<file path="config.mk">
export PLATFORM = sky130hd
export DESIGN_NAME = mem_arbiter_flat
export DESIGN_NICKNAME = d
export VERILOG_FILES = /design/src/rtl/mem_arb_pkg.sv /design/src/rtl/mem_arbiter_if.sv /design/src/rtl/arb_pick.sv /design/src/rtl/mem_arbiter.sv /design/src/flat_wrapper.sv
export SDC_FILE = /design/constraint.sdc
export NUM_CORES = 1
export LEC_CHECK = 0
export BUFFER_PORTS_ARGS = -buffer_cell sky130_fd_sc_hd__buf_2
export CORE_AREA = 2 2 100 102
export CTS_BUF_LIST = sky130_fd_sc_hd__clkbuf_8
export DETAILED_ROUTE_END_ITERATION = 12
export DIE_AREA = 0 0 102 104
export PLACE_DENSITY_LB_ADDON = 0.2
export SLEW_MARGIN = 10
export SYNTH_ARGS = -nofsm -noshare
export SYNTH_HDL_FRONTEND = slang
export SYNTH_SLANG_ARGS = --single-unit
</file>
<file path="constraint.sdc">
create_clock -name clock -period 5.2 [get_ports clock]
set_input_delay 0.52 -clock clock [delete_from_list [all_inputs] [get_ports clock]]
set_output_delay 0.52 -clock clock [all_outputs]
set_load 0.1 [all_outputs]
</file>
<file path="src/rtl/mem_arb_pkg.sv">
// Shared constants for the unified-memory arbiter: FSM state codes and requester ids.
// Also provides the id-to-done-vector helper used by the top.
package mem_arb_pkg;

    typedef logic [1:0] arb_state_t;
    typedef logic [1:0] arb_id_t;

    localparam arb_state_t S_IDLE  = 2'd0;
    localparam arb_state_t S_ISSUE = 2'd1;
    localparam arb_state_t S_WAIT  = 2'd2;
    localparam arb_state_t S_RESP  = 2'd3;

    localparam arb_id_t ID_NONE = 2'd0;
    localparam arb_id_t ID_LD   = 2'd1;
    localparam arb_id_t ID_FE   = 2'd2;
    localparam arb_id_t ID_DT   = 2'd3;

    // Bit 0 = loader, bit 1 = fetch, bit 2 = data.
    function automatic logic [2:0] id_onehot(input arb_id_t id);
        logic [2:0] v;
        case (id)
            ID_LD:   v = 3'b001;
            ID_FE:   v = 3'b010;
            ID_DT:   v = 3'b100;
            default: v = 3'b000;
        endcase
        return v;
    endfunction

endpackage

</file>
<file path="src/rtl/mem_arbiter_if.sv">
// Bundle of requester handshakes and memory-side strobes around mem_arbiter.
// The slave modport is the arbiter's view; master is the core/memory side.
interface mem_arbiter_if #(
    parameter int DATA_W = 32,
    parameter int ADDR_W = 12
);
    logic              ld_req, fe_req, dt_req;
    logic              ld_we, fe_we, dt_we;
    logic [ADDR_W-1:0] ld_addr, fe_addr, dt_addr;
    logic [DATA_W-1:0] ld_wdata, fe_wdata, dt_wdata;
    logic              ld_done, fe_done, dt_done;
    logic [DATA_W-1:0] rdata;
    logic [1:0]        grant_id;
    logic              busy;
    logic              mem_en, mem_we;
    logic [ADDR_W-1:0] mem_addr;
    logic [DATA_W-1:0] mem_wdata;
    logic [DATA_W-1:0] mem_rdata;

    modport slave (
        input  ld_req, fe_req, dt_req, ld_we, fe_we, dt_we,
        input  ld_addr, fe_addr, dt_addr, ld_wdata, fe_wdata, dt_wdata,
        input  mem_rdata,
        output ld_done, fe_done, dt_done, rdata, grant_id, busy,
        output mem_en, mem_we, mem_addr, mem_wdata
    );

    modport master (
        output ld_req, fe_req, dt_req, ld_we, fe_we, dt_we,
        output ld_addr, fe_addr, dt_addr, ld_wdata, fe_wdata, dt_wdata,
        output mem_rdata,
        input  ld_done, fe_done, dt_done, rdata, grant_id, busy,
        input  mem_en, mem_we, mem_addr, mem_wdata
    );
endinterface

</file>
<file path="src/rtl/arb_pick.sv">
// Winner selection: loader has absolute priority, fetch/data alternate
// based on which of them was granted last.
module arb_pick
    import mem_arb_pkg::*;
(
    input  logic    ld_req,
    input  logic    fe_req,
    input  logic    dt_req,
    input  arb_id_t rr_last,
    output arb_id_t winner
);

    // Combinational priority / round-robin decision.
    always_comb begin
        winner = ID_NONE;
        if (ld_req) begin
            winner = ID_LD;
        end else if (fe_req && dt_req) begin
            winner = (rr_last == ID_FE) ? ID_DT : ID_FE;
        end else if (fe_req) begin
            winner = ID_FE;
        end else if (dt_req) begin
            winner = ID_DT;
        end else begin
            winner = ID_NONE;
        end
    end

endmodule

</file>
<file path="src/rtl/mem_arbiter.sv">
// Single-transaction arbiter for the shared 4096x32 unified memory.
// Sequences IDLE -> ISSUE -> (WAIT) -> RESP against a fixed-latency array.
module mem_arbiter
    import mem_arb_pkg::*;
#(
    parameter int DATA_W  = 32,
    parameter int ADDR_W  = 12,
    parameter int MEM_LAT = 2
) (
    input  logic          clock,
    input  logic          reset_n,
    mem_arbiter_if.slave  bus
);

    localparam int CNT_W = (MEM_LAT > 1) ? $clog2(MEM_LAT) : 1;

    arb_state_t        state_q, state_d;
    arb_id_t           owner_q, owner_d;
    arb_id_t           rr_last_q, rr_last_d;
    logic              we_q, we_d;
    logic [ADDR_W-1:0] addr_q, addr_d;
    logic [DATA_W-1:0] wdata_q, wdata_d;
    logic [DATA_W-1:0] rdata_q, rdata_d;
    logic [CNT_W-1:0]  cnt_q, cnt_d;
    logic [2:0]        done_q, done_d;
    logic              busy_q, busy_d;
    logic              mem_en_q, mem_en_d;
    logic              mem_we_q, mem_we_d;

    arb_id_t           winner_s;
    logic              sel_we_s;
    logic [ADDR_W-1:0] sel_addr_s;
    logic [DATA_W-1:0] sel_wdata_s;

    arb_pick u_pick (
        .ld_req  (bus.ld_req),
        .fe_req  (bus.fe_req),
        .dt_req  (bus.dt_req),
        .rr_last (rr_last_q),
        .winner  (winner_s)
    );

    // Route the winning requester's command fields.
    always_comb begin
        sel_we_s    = 1'b0;
        sel_addr_s  = {ADDR_W{1'b0}};
        sel_wdata_s = {DATA_W{1'b0}};
        case (winner_s)
            ID_LD: begin
                sel_we_s = bus.ld_we; sel_addr_s = bus.ld_addr; sel_wdata_s = bus.ld_wdata;
            end
            ID_FE: begin
                sel_we_s = bus.fe_we; sel_addr_s = bus.fe_addr; sel_wdata_s = bus.fe_wdata;
            end
            ID_DT: begin
                sel_we_s = bus.dt_we; sel_addr_s = bus.dt_addr; sel_wdata_s = bus.dt_wdata;
            end
            default: begin
                sel_we_s = 1'b0; sel_addr_s = {ADDR_W{1'b0}}; sel_wdata_s = {DATA_W{1'b0}};
            end
        endcase
    end

    // Next-state logic; strobes and done are computed one cycle ahead so every output is a flop.
    always_comb begin
        state_d   = state_q;
        owner_d   = owner_q;
        rr_last_d = rr_last_q;
        we_d      = we_q;
        addr_d    = addr_q;
        wdata_d   = wdata_q;
        rdata_d   = rdata_q;
        cnt_d     = cnt_q;
        busy_d    = busy_q;
        done_d    = 3'b000;
        mem_en_d  = 1'b0;
        mem_we_d  = 1'b0;
        case (state_q)
            S_IDLE: begin
                if (winner_s != ID_NONE) begin
                    state_d  = S_ISSUE;
                    owner_d  = winner_s;
                    we_d     = sel_we_s;
                    addr_d   = sel_addr_s;
                    wdata_d  = sel_wdata_s;
                    busy_d   = 1'b1;
                    mem_en_d = 1'b1;
                    mem_we_d = sel_we_s;
                    // Loader grants must not disturb the fetch/data rotation.
                    rr_last_d = (winner_s == ID_LD) ? rr_last_q : winner_s;
                end else begin
                    state_d = S_IDLE;
                end
            end
            S_ISSUE: begin
                if (we_q) begin
                    state_d = S_RESP;
                    done_d  = id_onehot(owner_q);
                end else begin
                    state_d = S_WAIT;
                    cnt_d   = CNT_W'(MEM_LAT - 1);
                end
            end
            S_WAIT: begin
                if (cnt_q == {CNT_W{1'b0}}) begin
                    state_d = S_RESP;
                    rdata_d = bus.mem_rdata;
                    done_d  = id_onehot(owner_q);
                end else begin
                    cnt_d = cnt_q - {{(CNT_W-1){1'b0}}, 1'b1};
                end
            end
            S_RESP: begin
                state_d = S_IDLE;
                owner_d = ID_NONE;
                busy_d  = 1'b0;
            end
            default: begin
                state_d = S_IDLE;
                owner_d = ID_NONE;
                busy_d  = 1'b0;
            end
        endcase
    end

    // State and output registers; reset abandons any in-flight transaction.
    always_ff @(posedge clock or negedge reset_n) begin
        if (!reset_n) begin
            state_q   <= S_IDLE;
            owner_q   <= ID_NONE;
            rr_last_q <= ID_DT;
            we_q      <= 1'b0;
            addr_q    <= {ADDR_W{1'b0}};
            wdata_q   <= {DATA_W{1'b0}};
            rdata_q   <= {DATA_W{1'b0}};
            cnt_q     <= {CNT_W{1'b0}};
            done_q    <= 3'b000;
            busy_q    <= 1'b0;
            mem_en_q  <= 1'b0;
            mem_we_q  <= 1'b0;
        end else begin
            state_q   <= state_d;
            owner_q   <= owner_d;
            rr_last_q <= rr_last_d;
            we_q      <= we_d;
            addr_q    <= addr_d;
            wdata_q   <= wdata_d;
            rdata_q   <= rdata_d;
            cnt_q     <= cnt_d;
            done_q    <= done_d;
            busy_q    <= busy_d;
            mem_en_q  <= mem_en_d;
            mem_we_q  <= mem_we_d;
        end
    end

    assign bus.ld_done   = done_q[0];
    assign bus.fe_done   = done_q[1];
    assign bus.dt_done   = done_q[2];
    assign bus.rdata     = rdata_q;
    assign bus.grant_id  = owner_q;
    assign bus.busy      = busy_q;
    assign bus.mem_en    = mem_en_q;
    assign bus.mem_we    = mem_we_q;
    assign bus.mem_addr  = addr_q;
    assign bus.mem_wdata = wdata_q;

endmodule

</file>
<file path="src/flat_wrapper.sv">
// flat-port wrapper written by rule: the top's interface ports become plain ports
module mem_arbiter_flat import mem_arb_pkg::*;
#(
    parameter int DATA_W  = 32,
    parameter int ADDR_W  = 12,
    parameter int MEM_LAT = 2
)
  (clock, reset_n, bus_ld_req, bus_fe_req, bus_dt_req, bus_ld_we, bus_fe_we, bus_dt_we, bus_ld_addr, bus_fe_addr, bus_dt_addr, bus_ld_wdata, bus_fe_wdata, bus_dt_wdata, bus_mem_rdata, bus_ld_done, bus_fe_done, bus_dt_done, bus_rdata, bus_grant_id, bus_busy, bus_mem_en, bus_mem_we, bus_mem_addr, bus_mem_wdata);
  mem_arbiter_if #(.DATA_W(DATA_W), .ADDR_W(ADDR_W)) bus_i ();
  input  logic clock;
  input  logic reset_n;
  input wire logic [$bits(bus_i.ld_req)-1:0] bus_ld_req;
  input wire logic [$bits(bus_i.fe_req)-1:0] bus_fe_req;
  input wire logic [$bits(bus_i.dt_req)-1:0] bus_dt_req;
  input wire logic [$bits(bus_i.ld_we)-1:0] bus_ld_we;
  input wire logic [$bits(bus_i.fe_we)-1:0] bus_fe_we;
  input wire logic [$bits(bus_i.dt_we)-1:0] bus_dt_we;
  input wire logic [$bits(bus_i.ld_addr)-1:0] bus_ld_addr;
  input wire logic [$bits(bus_i.fe_addr)-1:0] bus_fe_addr;
  input wire logic [$bits(bus_i.dt_addr)-1:0] bus_dt_addr;
  input wire logic [$bits(bus_i.ld_wdata)-1:0] bus_ld_wdata;
  input wire logic [$bits(bus_i.fe_wdata)-1:0] bus_fe_wdata;
  input wire logic [$bits(bus_i.dt_wdata)-1:0] bus_dt_wdata;
  input wire logic [$bits(bus_i.mem_rdata)-1:0] bus_mem_rdata;
  output wire logic [$bits(bus_i.ld_done)-1:0] bus_ld_done;
  output wire logic [$bits(bus_i.fe_done)-1:0] bus_fe_done;
  output wire logic [$bits(bus_i.dt_done)-1:0] bus_dt_done;
  output wire logic [$bits(bus_i.rdata)-1:0] bus_rdata;
  output wire logic [$bits(bus_i.grant_id)-1:0] bus_grant_id;
  output wire logic [$bits(bus_i.busy)-1:0] bus_busy;
  output wire logic [$bits(bus_i.mem_en)-1:0] bus_mem_en;
  output wire logic [$bits(bus_i.mem_we)-1:0] bus_mem_we;
  output wire logic [$bits(bus_i.mem_addr)-1:0] bus_mem_addr;
  output wire logic [$bits(bus_i.mem_wdata)-1:0] bus_mem_wdata;
  assign bus_i.ld_req = bus_ld_req;
  assign bus_i.fe_req = bus_fe_req;
  assign bus_i.dt_req = bus_dt_req;
  assign bus_i.ld_we = bus_ld_we;
  assign bus_i.fe_we = bus_fe_we;
  assign bus_i.dt_we = bus_dt_we;
  assign bus_i.ld_addr = bus_ld_addr;
  assign bus_i.fe_addr = bus_fe_addr;
  assign bus_i.dt_addr = bus_dt_addr;
  assign bus_i.ld_wdata = bus_ld_wdata;
  assign bus_i.fe_wdata = bus_fe_wdata;
  assign bus_i.dt_wdata = bus_dt_wdata;
  assign bus_i.mem_rdata = bus_mem_rdata;
  assign bus_ld_done = bus_i.ld_done;
  assign bus_fe_done = bus_i.fe_done;
  assign bus_dt_done = bus_i.dt_done;
  assign bus_rdata = bus_i.rdata;
  assign bus_grant_id = bus_i.grant_id;
  assign bus_busy = bus_i.busy;
  assign bus_mem_en = bus_i.mem_en;
  assign bus_mem_we = bus_i.mem_we;
  assign bus_mem_addr = bus_i.mem_addr;
  assign bus_mem_wdata = bus_i.mem_wdata;
  mem_arbiter #(.DATA_W(DATA_W), .ADDR_W(ADDR_W), .MEM_LAT(MEM_LAT)) u_core (.clock(clock), .reset_n(reset_n), .bus(bus_i));
endmodule
</file>
==> reports/qor.log <==
qor: route.ant_nets 0
qor: worst_setup_path.r2r_slack 2.97 ns
qor: clocking.tritoncts_clock_tree yes
qor: yosys.ys_types 32
qor: global_routing.grt_pass1_vias 3483
qor: floorplanning.row_count 36
qor: route.drt-initial-drc-count 305
qor: worst_setup_path.worst_path_largest_cell_delay 0.69 ns
qor: min_path.timing.hold.worst.class input pin to async pin
qor: floorplanning.start_util 0.411
qor: global_routing.number_of_antenna_violations_at_the_first_check_in_global_routing 0
qor: worst_setup_path.crit_arrival 2.89 ns
qor: clocking.post_cts_resized 0
qor: yosys.ys_seq_area_frac 0.574
qor: finish.utilization_after_layout 0.574
qor: clocking.clock-root-buffer clkbuf_8
qor: route.avgRoutedWirePerCell 15.5 µm
qor: clocking.ctsHoldBuffers 0
qor: clocking.clkSinkCount 90
qor: timing.fin_setup_tns 0 ns
qor: worst_setup_path.worstPathBufferInverterCount 3
qor: yosys.synth_seq_cells 90
qor: worst_setup_path.worst_setup_path_start_kind input pin
qor: clocking.clock_tree.htree_level_count 3
qor: worst_setup_path.cp.required 5.47 ns
qor: route.route.detailed.drc 0
qor: worst_setup_path.path_delay_family buffers and inverters
qor: yosys.number_of_synthesis_warnings 0
qor: yosys.synth_top_cell_area_share 0.561
qor: yosys.postSynthCellCount 336
qor: route.detail_route.first_pass.iterations 9
qor: run.max_cap_violations 0
qor: worst_setup_path.cp_cell_sequence buf_2, nor3_1, nand2b_1, inv_2, buf_4, nor2_1, a21oi_1
qor: timing.worst-slew-pin-transition 1.12 ns
qor: finish.drive_above_1_share 0.481
qor: clocking.clk_pin_slew 0.08 ns
qor: timing.timing.slew.headroom 0.250
qor: floorplanning.fp.dieH 104 µm
qor: timing.maxClockFrequency 380 MHz
qor: finish.ant_diodes 0
qor: yosys.async_flop_share 1.00
qor: timing.finalHoldViolCount 0
qor: clocking.post_cts_buffers 0
qor: route.wirelength 11100 µm
qor: global_routing.track_usage 0.204
qor: finish.syn2layout_area_growth 39.4%
qor: yosys.synth_edf_count 0
qor: timing.setup-violations-final 0
qor: clocking.tritoncts.num_buffers 9
qor: yosys.synth_fp_nets 512
qor: timing.postLayoutSetupSlackWorst 2.57 ns
qor: route.post_drt_via_cell_ratio 5.15
qor: global_routing.grt_max_degree 91
qor: floorplanning.die_width 102 µm
qor: global_routing.grt_pass1_wl 17000 µm
qor: global_routing.grt.overflow.total 0
qor: yosys.post_synth_top_flop dfrtp_1
qor: timing.post-route-period-util 0.505
qor: yosys.post_synth.cell_area_avg 11.7 µm²
qor: worst_setup_path.worstSetupEndpointType flop
qor: placed_design.port_buffers 255
qor: clocking.cts_max_path_buffers 2
qor: clocking.clkLatencyLatePin 0.35 ns
qor: placed_design.detailedPlace.worstSlack 2.22 ns
qor: timing.clock-skew-final 0.0139 ns
qor: yosys.syn-cell-area 0.00393 mm²
qor: route.dr_total_vias 3681
qor: worst_setup_path.critPathMaxFanout 52
qor: timing.timing.hold.ws 0.234 ns
qor: yosys.netlist.top_cell.by_area dfrtp_1
qor: timing.min_period 2.63 ns
qor: finish.final_nets 754
qor: finish.final_cell_mix 254 x buf_2, 88 x dfrtp_1, 51 x nor2_1
qor: floorplanning.core_area 0.00955 mm²
qor: placed_design.place.detailed.hpwl 8140 µm
qor: timing.timing_max_transition_violations_final 0
qor: floorplanning.floorplan.die_area 0.0106 mm²
qor: worst_setup_path.criticalPathCategory input pin to flop
qor: yosys.synth_top_cells_by_area dfrtp_1 56%, a222oi_1 11%, mux2_1 8.6%
qor: timing.rsz0062_at_grt no
qor: finish.layout.cells.most_common buf_2
qor: placed_design.placer_congestion_estimate 0.895
qor: floorplanning.io_pins 256
qor: run_status.run_status finished clean
qor: worst_setup_path.worst_path_max_delay_cell buf_2
[per-stage QoR]
stage               cell area, µm²  cells
floorplan                     3930    336
global placement              5260    700
detailed placement            5260    700
CTS                           5470    715
global route                  5480    715
finish                        5480    715
[final timing paths]
path	from	endpoint	depth (start not counted)
setup / recovery	bus_ld_req	u_core.bus.mem_wdata[5]	7
hold / removal	reset_n	u_core.bus.rdata[15]	1
setup reg to reg	u_core.state_q[0]	u_core.bus.mem_wdata[5]	7
hold reg to reg	u_core.bus.rdata[21]	u_core.bus.rdata[21]	1
max in group asynchronous	reset_n	u_core.state_q[1]	1
min in group clock	bus_mem_rdata[11]	u_core.bus.rdata[11]	2
[state kept, by name, summed over array words and instances, names as in the netlist]
name	flops
u_core.bus.grant_id	2
u_core.bus.rdata	32
u_core.bus.mem_we	1
u_core.done_q	3
u_core.we_q	1
u_core.rr_last_q	2
u_core.bus.mem_addr	12
u_core.bus.busy	1
u_core.cnt_q	1
u_core.bus.mem_en	1
u_core.bus.mem_wdata	32
u_core.state_q	2
[routing by layer]
layer  share of wire  vias to the layer above  track usage
met5               0                        -            0
met1            0.41                     1675        0.263
li1                -                     1760            -
met2            0.48                      234        0.331
met4           0.018                        0       0.0848
met3           0.095                       12       0.0444
[synth_stat cells, types with 2 or more instances]
cell / n
a21oi_1: 50
a222oi_1: 44
a31oi_1: 2
buf_1: 3
buf_2: 16
buf_6: 4
clkbuf_1: 4
dfrtp_1: 88
dfstp_2: 2
ha_1: 4
inv_1: 5
inv_2: 2
mux2_1: 30
mux2_2: 2
nand2_1: 7
nand2b_1: 4
nor2_1: 51
nor2b_1: 2
o21ai_0: 3
[kinds of logic (layout without fill, tap and decap cells)]
| group | Yosys count | after routing | share of synthesized area |
|---|---|---|---|
| AO/OA/AOI/OAI | 107 | 107 | 0.204 |
| adder cells (fa/ha/maj) | 4 | 4 | 0.0127 |
| buffers and inverters | 34 | 280 | 0.0452 |
| flip-flops | 90 | 90 | 0.574 |
| multiplexers | 32 | 32 | 0.0917 |
| AND/OR/NAND/NOR | 69 | 69 | 0.0729 |
[area by class of cell]
type                    instances  area [µm²]
fillers                       867        4070
flip-flops and latches         90        2250
multi-input cells             212        1510
repair buffers                258        1310
well taps                     133         166
clock buffers                  11         151
clock inverters                 4        67.6
inverters                       7        26.3
Power is not shown: default switching activity piles up to over one toggle a cycle in this logic, so the estimate is an artifact.
